`config.mk`:
```
export PLATFORM = sky130hd
export DESIGN_NAME = fifo_playout_ctrl
export DESIGN_NICKNAME = d
export VERILOG_FILES = /design/src/rtl/splitstreamer_pkg.sv /design/src/rtl/fifo_level_tracker.sv /design/src/rtl/fifo_playout_ctrl.sv
export SDC_FILE = /design/constraint.sdc
export NUM_CORES = 1
export LEC_CHECK = 0
export CORE_ASPECT_RATIO = 1.1
export CORE_MARGIN = 3
export CORE_UTILIZATION = 65
export DETAILED_ROUTE_END_ITERATION = 8
export DONT_BUFFER_PORTS = 1
export PLACE_DENSITY = 0.9
export SKIP_CTS_REPAIR_TIMING = 1
export SYNTH_ARGS = -nofsm -noshare
export SYNTH_HDL_FRONTEND = slang
export SYNTH_SLANG_ARGS = --single-unit
```
`constraint.sdc`:
```
create_clock -name clk -period 3.25 [get_ports clk]
set_input_delay 0.65 -clock clk [delete_from_list [all_inputs] [get_ports clk]]
set_output_delay 0.65 -clock clk [all_outputs]
set_load 0.01 [all_outputs]
```
`src/rtl/splitstreamer_pkg.sv`:
```
`default_nettype none
// ============================================================================
// Module   : splitstreamer_pkg
// Purpose  : Shared constants for the splitstreamer playout path:
//            FSM state encodings, tick pipeline stage indices and the
//            occupancy counter width for the default FIFO depth.
// Revision : 1.0  initial release
// ============================================================================
package splitstreamer_pkg;

    // Playout FSM encodings (also visible on the state output)
    localparam logic [1:0] ST_IDLE    = 2'd0;
    localparam logic [1:0] ST_PREFILL = 2'd1;
    localparam logic [1:0] ST_PLAY    = 2'd2;

    // Tick pipeline: T0 is the accepted tick, T1..T3 are registered stages.
    // Bit (STAGE_Tn - 1) of the stage-valid vector marks stage Tn.
    localparam int unsigned STAGE_T1    = 1;
    localparam int unsigned STAGE_T2    = 2;
    localparam int unsigned STAGE_T3    = 3;
    localparam int unsigned PIPE_STAGES = STAGE_T3;

    // Occupancy counter width for the default 16-entry FIFO
    localparam int unsigned DEFAULT_DEPTH = 16;
    localparam int unsigned LEVEL_W       = $clog2(DEFAULT_DEPTH + 1);

    // Counter width needed to represent 0..depth inclusive
    function automatic int unsigned level_width(input int unsigned depth);
        return $clog2(depth + 1);
    endfunction

endpackage : splitstreamer_pkg
`default_nettype wire

```
`src/rtl/fifo_level_tracker.sv`:
```
`default_nettype none
// ============================================================================
// Module   : fifo_level_tracker
// Purpose  : Up/down saturating counter mirroring the occupancy of the
//            stereo sample FIFO. Simultaneous increment and decrement
//            cancel out; the count is clamped to 0..DEPTH.
// Revision : 1.0  initial release
// ============================================================================
module fifo_level_tracker
    import splitstreamer_pkg::*;
#(
    parameter int unsigned DEPTH   = DEFAULT_DEPTH,
    parameter int unsigned LEVEL_W = splitstreamer_pkg::LEVEL_W
) (
    input  logic               clk,
    input  logic               rst_n,
    input  logic               i_inc,
    input  logic               i_dec,
    output logic [LEVEL_W-1:0] o_level
);

    localparam logic [LEVEL_W-1:0] c_MAX_LVL = LEVEL_W'(DEPTH);

    logic [LEVEL_W-1:0] r_level;

    // Occupancy counter; saturates at both ends so a glitching flag can
    // never wrap the mirrored level
    always_ff @(posedge clk or negedge rst_n) begin
        if (!rst_n) begin
            r_level <= '0;
        end else if (i_inc && !i_dec) begin
            if (r_level != c_MAX_LVL) begin
                r_level <= r_level + 1'b1;
            end
        end else if (i_dec && !i_inc) begin
            if (r_level != '0) begin
                r_level <= r_level - 1'b1;
            end
        end
    end

    assign o_level = r_level;

endmodule : fifo_level_tracker
`default_nettype wire

```
`src/rtl/fifo_playout_ctrl.sv`:
```
`default_nettype none
// ============================================================================
// Module   : fifo_playout_ctrl
// Purpose  : Read-side scheduler for the splitstreamer stereo sample FIFO.
//            Prefills to a threshold, then issues one FIFO read per S/PDIF
//            frame tick through a fixed 3-stage pipeline. Underruns output
//            a silent sample, set a sticky flag and return to prefill.
// Config   : HOLD_LAST_ON_UNDERRUN_EN - when defined, silent ticks repeat
//            the previous sample instead of outputting zeros.
// Revision : 1.0  initial release
// ============================================================================
module fifo_playout_ctrl
    import splitstreamer_pkg::*;
#(
    parameter int unsigned WORDSIZE = 32,
    parameter int unsigned DEPTH    = 16,
    parameter int unsigned PREFILL  = 8
) (
    input  logic                         clk,
    input  logic                         rst_n,
    input  logic                         enable,
    input  logic                         frame_tick,
    input  logic                         fifo_write_en,
    input  logic                         fifo_full,
    input  logic                         fifo_empty,
    input  logic [WORDSIZE-1:0]          fifo_left,
    input  logic [WORDSIZE-1:0]          fifo_right,
    input  logic                         underrun_clr,
    output logic                         fifo_read_en,
    output logic [WORDSIZE-1:0]          sample_left,
    output logic [WORDSIZE-1:0]          sample_right,
    output logic                         sample_valid,
    output logic                         underrun,
    output logic [$clog2(DEPTH+1)-1:0]   level,
    output logic [1:0]                   state
);

    localparam int unsigned        c_LEVEL_W     = level_width(DEPTH);
    localparam logic [c_LEVEL_W-1:0] c_PREFILL_LVL = c_LEVEL_W'(PREFILL);
    localparam int unsigned        c_IDX_T1      = STAGE_T1 - 1;
    localparam int unsigned        c_IDX_T2      = STAGE_T2 - 1;
    localparam int unsigned        c_IDX_T3      = STAGE_T3 - 1;

    logic [1:0]               r_state;
    logic [PIPE_STAGES-1:0]   r_pipe_vld;   // stage-valid shift register, bit0 = T1
    logic [c_IDX_T2:0]        r_pipe_real;  // stage carries a real FIFO read
    logic                     r_read_en;
    logic                     r_underrun;
    logic [WORDSIZE-1:0]      r_sample_left;
    logic [WORDSIZE-1:0]      r_sample_right;

    logic [c_LEVEL_W-1:0]     w_level;
    logic                     w_lvl_inc;
    logic                     w_lvl_dec;
    logic                     w_busy;
    logic                     w_accept;
    logic                     w_real_read;
    logic                     w_underrun_tick;
    logic [WORDSIZE-1:0]      w_silent_left;
    logic [WORDSIZE-1:0]      w_silent_right;

    // Occupancy mirror: counts accepted writes and effective reads
    assign w_lvl_inc = fifo_write_en && !fifo_full;
    assign w_lvl_dec = r_read_en && !fifo_empty;

    fifo_level_tracker #(
        .DEPTH   (DEPTH),
        .LEVEL_W (c_LEVEL_W)
    ) u_level_tracker (
        .clk     (clk),
        .rst_n   (rst_n),
        .i_inc   (w_lvl_inc),
        .i_dec   (w_lvl_dec),
        .o_level (w_level)
    );

    // A tick is taken only when streaming, out of IDLE, and no earlier tick
    // is still in flight; the state seen here decides read vs. silence.
    assign w_busy          = |r_pipe_vld;
    assign w_accept        = frame_tick && enable && (r_state != ST_IDLE) && !w_busy;
    assign w_real_read     = w_accept && (r_state == ST_PLAY) && !fifo_empty;
    assign w_underrun_tick = w_accept && (r_state == ST_PLAY) && fifo_empty;

`ifdef HOLD_LAST_ON_UNDERRUN_EN
    assign w_silent_left  = r_sample_left;
    assign w_silent_right = r_sample_right;
`else
    assign w_silent_left  = '0;
    assign w_silent_right = '0;
`endif

    // Playout FSM; dropping enable forces IDLE from any state
    always_ff @(posedge clk or negedge rst_n) begin
        if (!rst_n) begin
            r_state <= ST_IDLE;
        end else if (!enable) begin
            r_state <= ST_IDLE;
        end else begin
            case (r_state)
                ST_IDLE: begin
                    r_state <= ST_PREFILL;
                end
                ST_PREFILL: begin
                    if (w_level >= c_PREFILL_LVL) begin
                        r_state <= ST_PLAY;
                    end
                end
                ST_PLAY: begin
                    if (w_underrun_tick) begin
                        r_state <= ST_PREFILL;
                    end
                end
                default: begin
                    r_state <= ST_IDLE;
                end
            endcase
        end
    end

    // Tick pipeline: advances regardless of enable so an in-flight tick
    // always completes with its T3 sample
    always_ff @(posedge clk or negedge rst_n) begin
        if (!rst_n) begin
            r_pipe_vld  <= '0;
            r_pipe_real <= '0;
            r_read_en   <= 1'b0;
        end else begin
            r_pipe_vld  <= {r_pipe_vld[PIPE_STAGES-2:0], w_accept};
            r_pipe_real <= {r_pipe_real[c_IDX_T1], w_real_read};
            r_read_en   <= w_real_read;
        end
    end

    // Sample register: loads FIFO data (valid in T2) or silence at T3
    always_ff @(posedge clk or negedge rst_n) begin
        if (!rst_n) begin
            r_sample_left  <= '0;
            r_sample_right <= '0;
        end else if (r_pipe_vld[c_IDX_T2]) begin
            if (r_pipe_real[c_IDX_T2]) begin
                r_sample_left  <= fifo_left;
                r_sample_right <= fifo_right;
            end else begin
                r_sample_left  <= w_silent_left;
                r_sample_right <= w_silent_right;
            end
        end
    end

    // Sticky underrun flag; a new underrun beats a simultaneous clear
    always_ff @(posedge clk or negedge rst_n) begin
        if (!rst_n) begin
            r_underrun <= 1'b0;
        end else if (w_underrun_tick) begin
            r_underrun <= 1'b1;
        end else if (underrun_clr) begin
            r_underrun <= 1'b0;
        end
    end

    assign fifo_read_en = r_read_en;
    assign sample_left  = r_sample_left;
    assign sample_right = r_sample_right;
    assign sample_valid = r_pipe_vld[c_IDX_T3];
    assign underrun     = r_underrun;
    assign level        = w_level;
    assign state        = r_state;

endmodule : fifo_playout_ctrl
`default_nettype wire

```
[After elaboration in Yosys (flattened, before gate mapping)]
Cells that the tools add are included.
Storage, ports and cells
  bits in registers: 78
  memories: 0
  input port bits: 72
  bits in read-only memories: 0
  word-level logic and storage cells: 53
  output and inout bits: 74
  memory bits (writable): 0
  bits in latches: 0
Operators by class
  $add $sub $neg: 2
  eq/ne operators: 6
  divide/modulo/power cells: 0
  multipliers: 0
  reduce and logical (&&, ||, !) cells: 24
  bitwise operators: 0
  shifts and indexed selects: 0
  mux-type cells: 12
  order comparisons: 1
Operators with widths (count)
  32-bit 2-to-1 mux: 2
  5-bit 2-to-1 mux: 4
  1-bit logical AND: 10
  2-bit nonzero test: 4
  2-bit 2-to-1 mux: 3
  3-bit inequality test (second input constant): 2
  2-bit one-hot mux with 3 select lines: 1
  5-bit by 1-bit adder with 5-bit output (second input constant): 1
  5-bit by 4-bit >= comparator with 1-bit output (second input constant): 1
  1-bit logical NOT: 5
  5-bit inequality test (second input constant): 1
  5-bit nonzero test: 1
  5-bit by 1-bit subtractor with 5-bit output (second input constant): 1
  3-bit AND reduction: 1
  3-bit OR reduction: 1
  2-bit by 1-bit equality test with 1-bit output (second input constant): 1
  2-bit equality test (second input constant): 1
  2-bit logical NOT: 1
  1-bit 2-to-1 mux: 2
  2-bit inequality test (second input constant): 1
  2-bit AND reduction: 1

[Logic depth before layout (Yosys ltp)]
  word-level depth: 8
  mapped depth: 8
  mapped depth without buffers: 8

[Modules after synthesis]
From an unflattened synthesis, not the netlist that was laid out.
Second synthesis, totals
  cells, all modules: 354
  area, all modules: 3344.5 sq um
By module, submodules not included
  fifo_playout_ctrl: area each 2887.8 sq um, sequential area each 1801.7 sq um, times used 1, cells an instance 304
  fifo_level_tracker: area each 456.7 sq um, sequential area each 125.1 sq um, times used 1, cells an instance 50

[Least setup slack after synthesis]
Ideal clock, no wire load.
  path type: input port to flip-flop
  start: input port fifo_full
  end: register u_level_tracker.r_level[4], in the netlist u_level_tracker.o_level[4]
  cell stages on the path: 7
  slack: 920 ps
  path buffers: 0
  data arrival time: 2192 ps
  data required time: 3112 ps
  library setup time: 138 ps
  cells stage by stage: nand2b_1 > nor2_2 > inv_1 > fa_1 > a21o_1 > a21oi_1 > mux4_2
Between the ends
  cells in the longest elaborated chain, start to end: 6
  elaborated cells on any way between the ends: 10
  classes of those cells: 1 x eq/ne; 1 x mux; 8 x reduce/logical
Ends and longest elaborated chain
  start: declaration: line fifo_playout_ctrl.sv:24  | input logic fifo_full,
  1-bit logical NOT (*): line fifo_playout_ctrl.sv:63  | assign w_lvl_inc = fifo_write_en && !fifo_full;
  1-bit logical AND (*): line fifo_playout_ctrl.sv:63
  1-bit logical NOT: line fifo_level_tracker.sv:35  | end else if (i_dec && !i_inc) begin
  1-bit logical AND: line fifo_level_tracker.sv:35
  2-bit nonzero test (no source line)
  3-bit AND reduction (no source line)
  end signal: assignment: line fifo_level_tracker.sv:33  | r_level <= r_level + 1'b1;
  end signal: assignment: line fifo_level_tracker.sv:37  | r_level <= r_level - 1'b1;
  end: declaration: line fifo_level_tracker.sv:24  | logic [LEVEL_W-1:0] r_level;
Every way passes the cells marked *; elsewhere a longest branch is shown, timed or not.
A chain may end at the register's enable or synchronous reset.

==> results.cfg <==
[routing]
wl_per_cell_um = 17.6
ant_nets = 0
firstDrtPassIters = 5
routed_wl_um = 6990
drt_iter0_drc = 182
drc = 0
vias_per_cell = 5.89
vias = 2343

[clock_network]
root_buffer = clkbuf_8
clock_sinks = 77
cts_buffers = 9
htree_levels = 3
clk_pin_slew_ns = 0.07
clk_latency_ns = 0.33
cts_tree = done
cts_buffer_depth = 2

[final_layout]
drive_gt1_frac = 0.0614
multi_input_area_um2 = 1050
insertedDiodeCount = 0
nets = 413
fillers = 334
utilization = 0.738
syn_to_final_growth_pct = 6.50
seq_area_um2 = 1930

[yosys]
synthesis.nets = 422
synth_area_leaders = dfrtp_1, nand3_1, o21ai_0, inv_1, clkbuf_1
synthCells = 346
postSynthAreaPerCell_um2 = 9.57
synth_cell_type_count = 34
synth_warnings = 0
synth_top_cell_by_area = dfrtp_1
ys_seq_area_frac = 0.582
mappedNetlistArea_um2 = 3310
yosysTopAreaCellShare = 0.582
synth-seq-cells = 77

[worst_setup_path]
arrival_ns = 2.36
worstSetupEndpointType = flip-flop
worstSetupPathType = reg -> reg
crit_path_start_kind = flip-flop
worstPathMaxFanout = 5
worstPathRequired_ns = 3.45

[timing]
rsz0062_at_grt = no
worst_pin_slew_ns = 1.06
skew_ns = 0.00809
fin_ws_ns = 1.09
setup_tns_ns = 0
max_slew_margin = 0.294
finalCriticalPeriod_ns = 2.16
hold_ws_ns = 0.208
drv_slew = 0
period_share = 0.663
fmax_mhz = 464
final_hold_viol_count = 0
setup_violations = 0

[die]
die_x_um = 74.1
die_h_um = 80.9
coreArea_um2 = 4780
die-area_um2 = 5990
start_util = 0.693
io_pins = 146
rows = 26

[pwr]
power.leakage_nw = 1.48
ir_drop_mv = 0.451
power_density_nw_per_um2 = 674

[global_route]
grt_max_degree = 131
grt_pass1_vias = 2328
grt_antenna_before_repair = 0
grt_pass1_wl_um = 10600
overflow = 0
grt_use_total = 0.233

[place]
dp_worst_setup_slack_ns = 0.780
port_buffers = 0
gp_congestion = 0.796
dpl.hpwl_um = 4850

[worst_hold_path]
holdCritPathClass = in -> async

[status]
status = complete, no violations

[job]
cap_viol_max_count = 0
-- cells by family after synthesis --
family | synth area share
compound gates | 0.128
fa+ha+maj | 0.0174
flops | 0.582
buf+inv | 0.101
simple gates | 0.149
xor+xnor | 0.0128
mux | 0.00982
-- path summary, 6_finish.rpt --
kind	start	end	slack, ns	cells past startpoint
min	rst_n	sample_right[26]	0.21	1
max	r_pipe_real[0]	u_level_tracker.o_level[4]	1.09	7
min reg2reg	r_pipe_vld[0]	r_pipe_vld[1]	0.39	0
min in group clk	fifo_empty	r_pipe_real[0]	0.39	1
max in group asynchronous	rst_n	sample_right[2]	2.48	1
max reg2reg	r_pipe_real[0]	u_level_tracker.o_level[4]	1.09	7
-- sequential cells by signal, summed over array words and instances, names as in the netlist --
| register | count |
|---|---|
| r_pipe_real | 2 |
| r_pipe_vld | 3 |
| sample_left | 32 |
| sample_right | 32 |
| state | 2 |
| u_level_tracker.o_level | 5 |
| underrun | 1 |
-- final cells by class --
type,instances,area share
Clock inverter,1,0.00851
Tap cell,56,0.0199
Multi-Input combinational cell,180,0.298
Inverter,67,0.0713
Timing Repair Buffer,2,0.0106
Sequential cell,77,0.548
Clock buffer,15,0.0443
-- stage by stage --
stage	area, um2	total power, mW	instances
3_5_place_dp	3300	1.70	380
2_1_floorplan	3310	1.60	346
3_3_place_gp	3300	1.66	380
4_1_cts	3490	2.38	396
6_report	3530	2.38	398
5_1_grt	3530	2.52	398
-- critical path: stages (launching register included) --
cell and delay (ns):
dfrtp_1 0.44, and2b_4 0.22, nor2_2 0.17, inv_1 0.14, fa_1 0.42, a21o_1 0.20
a21oi_1 0.15, mux4_2 0.30
-- cells in the mapped netlist --
library cell and count:
nor4b_1 1, nand2b_1 3, a31oi_1 1, mux4_2 1
o32ai_1 1, nor3_1 1, xnor2_2 1, or4_4 1
clkbuf_1 15, nand2_1 2, o21a_1 3, nand3_1 66
o22ai_1 4, and2b_4 1, o21ai_1 1, buf_1 6
nor2_1 4, nor2b_1 2, a21o_1 1, dfrtp_1 77
fa_1 1, and2_1 3, inv_1 67, a21oi_1 4
mux2i_1 1, a21boi_0 1, and3b_1 2, nor4_2 2
ha_1 3, buf_2 1, nor3b_1 1, nor2_2 1
xnor2_1 3, o21ai_0 64
-- layout by cell type, fill, tap and decap left out, types with 4 or more instances in the layout --
| master | synthesis | final |
|---|---|---|
| dfrtp_1 | 77 | 75 |
| inv_1 | 67 | 67 |
| nand3_1 | 66 | 66 |
| o21ai_0 | 64 | 64 |
| clkbuf_8 | 0 | 10 |
| clkbuf_1 | 15 | 5 |
| nor2_1 | 4 | 4 |
| a21oi_1 | 4 | 4 |
| o22ai_1 | 4 | 4 |
-- where the power goes --
group	internal (mW)	switching, mW
combinational	0.157	0.154
clock	0.378	0.302
sequential	1.10	0.285
-- layer usage --
layer	track usage	vias to the layer above	routed length (um)
met5	0	-	0
met4	0.114	0	135
met3	0.0804	15	700
met2	0.387	114	3550
met1	0.265	1101	2600
li1	-	1113	-
Power figures use the tool's default switching activity.
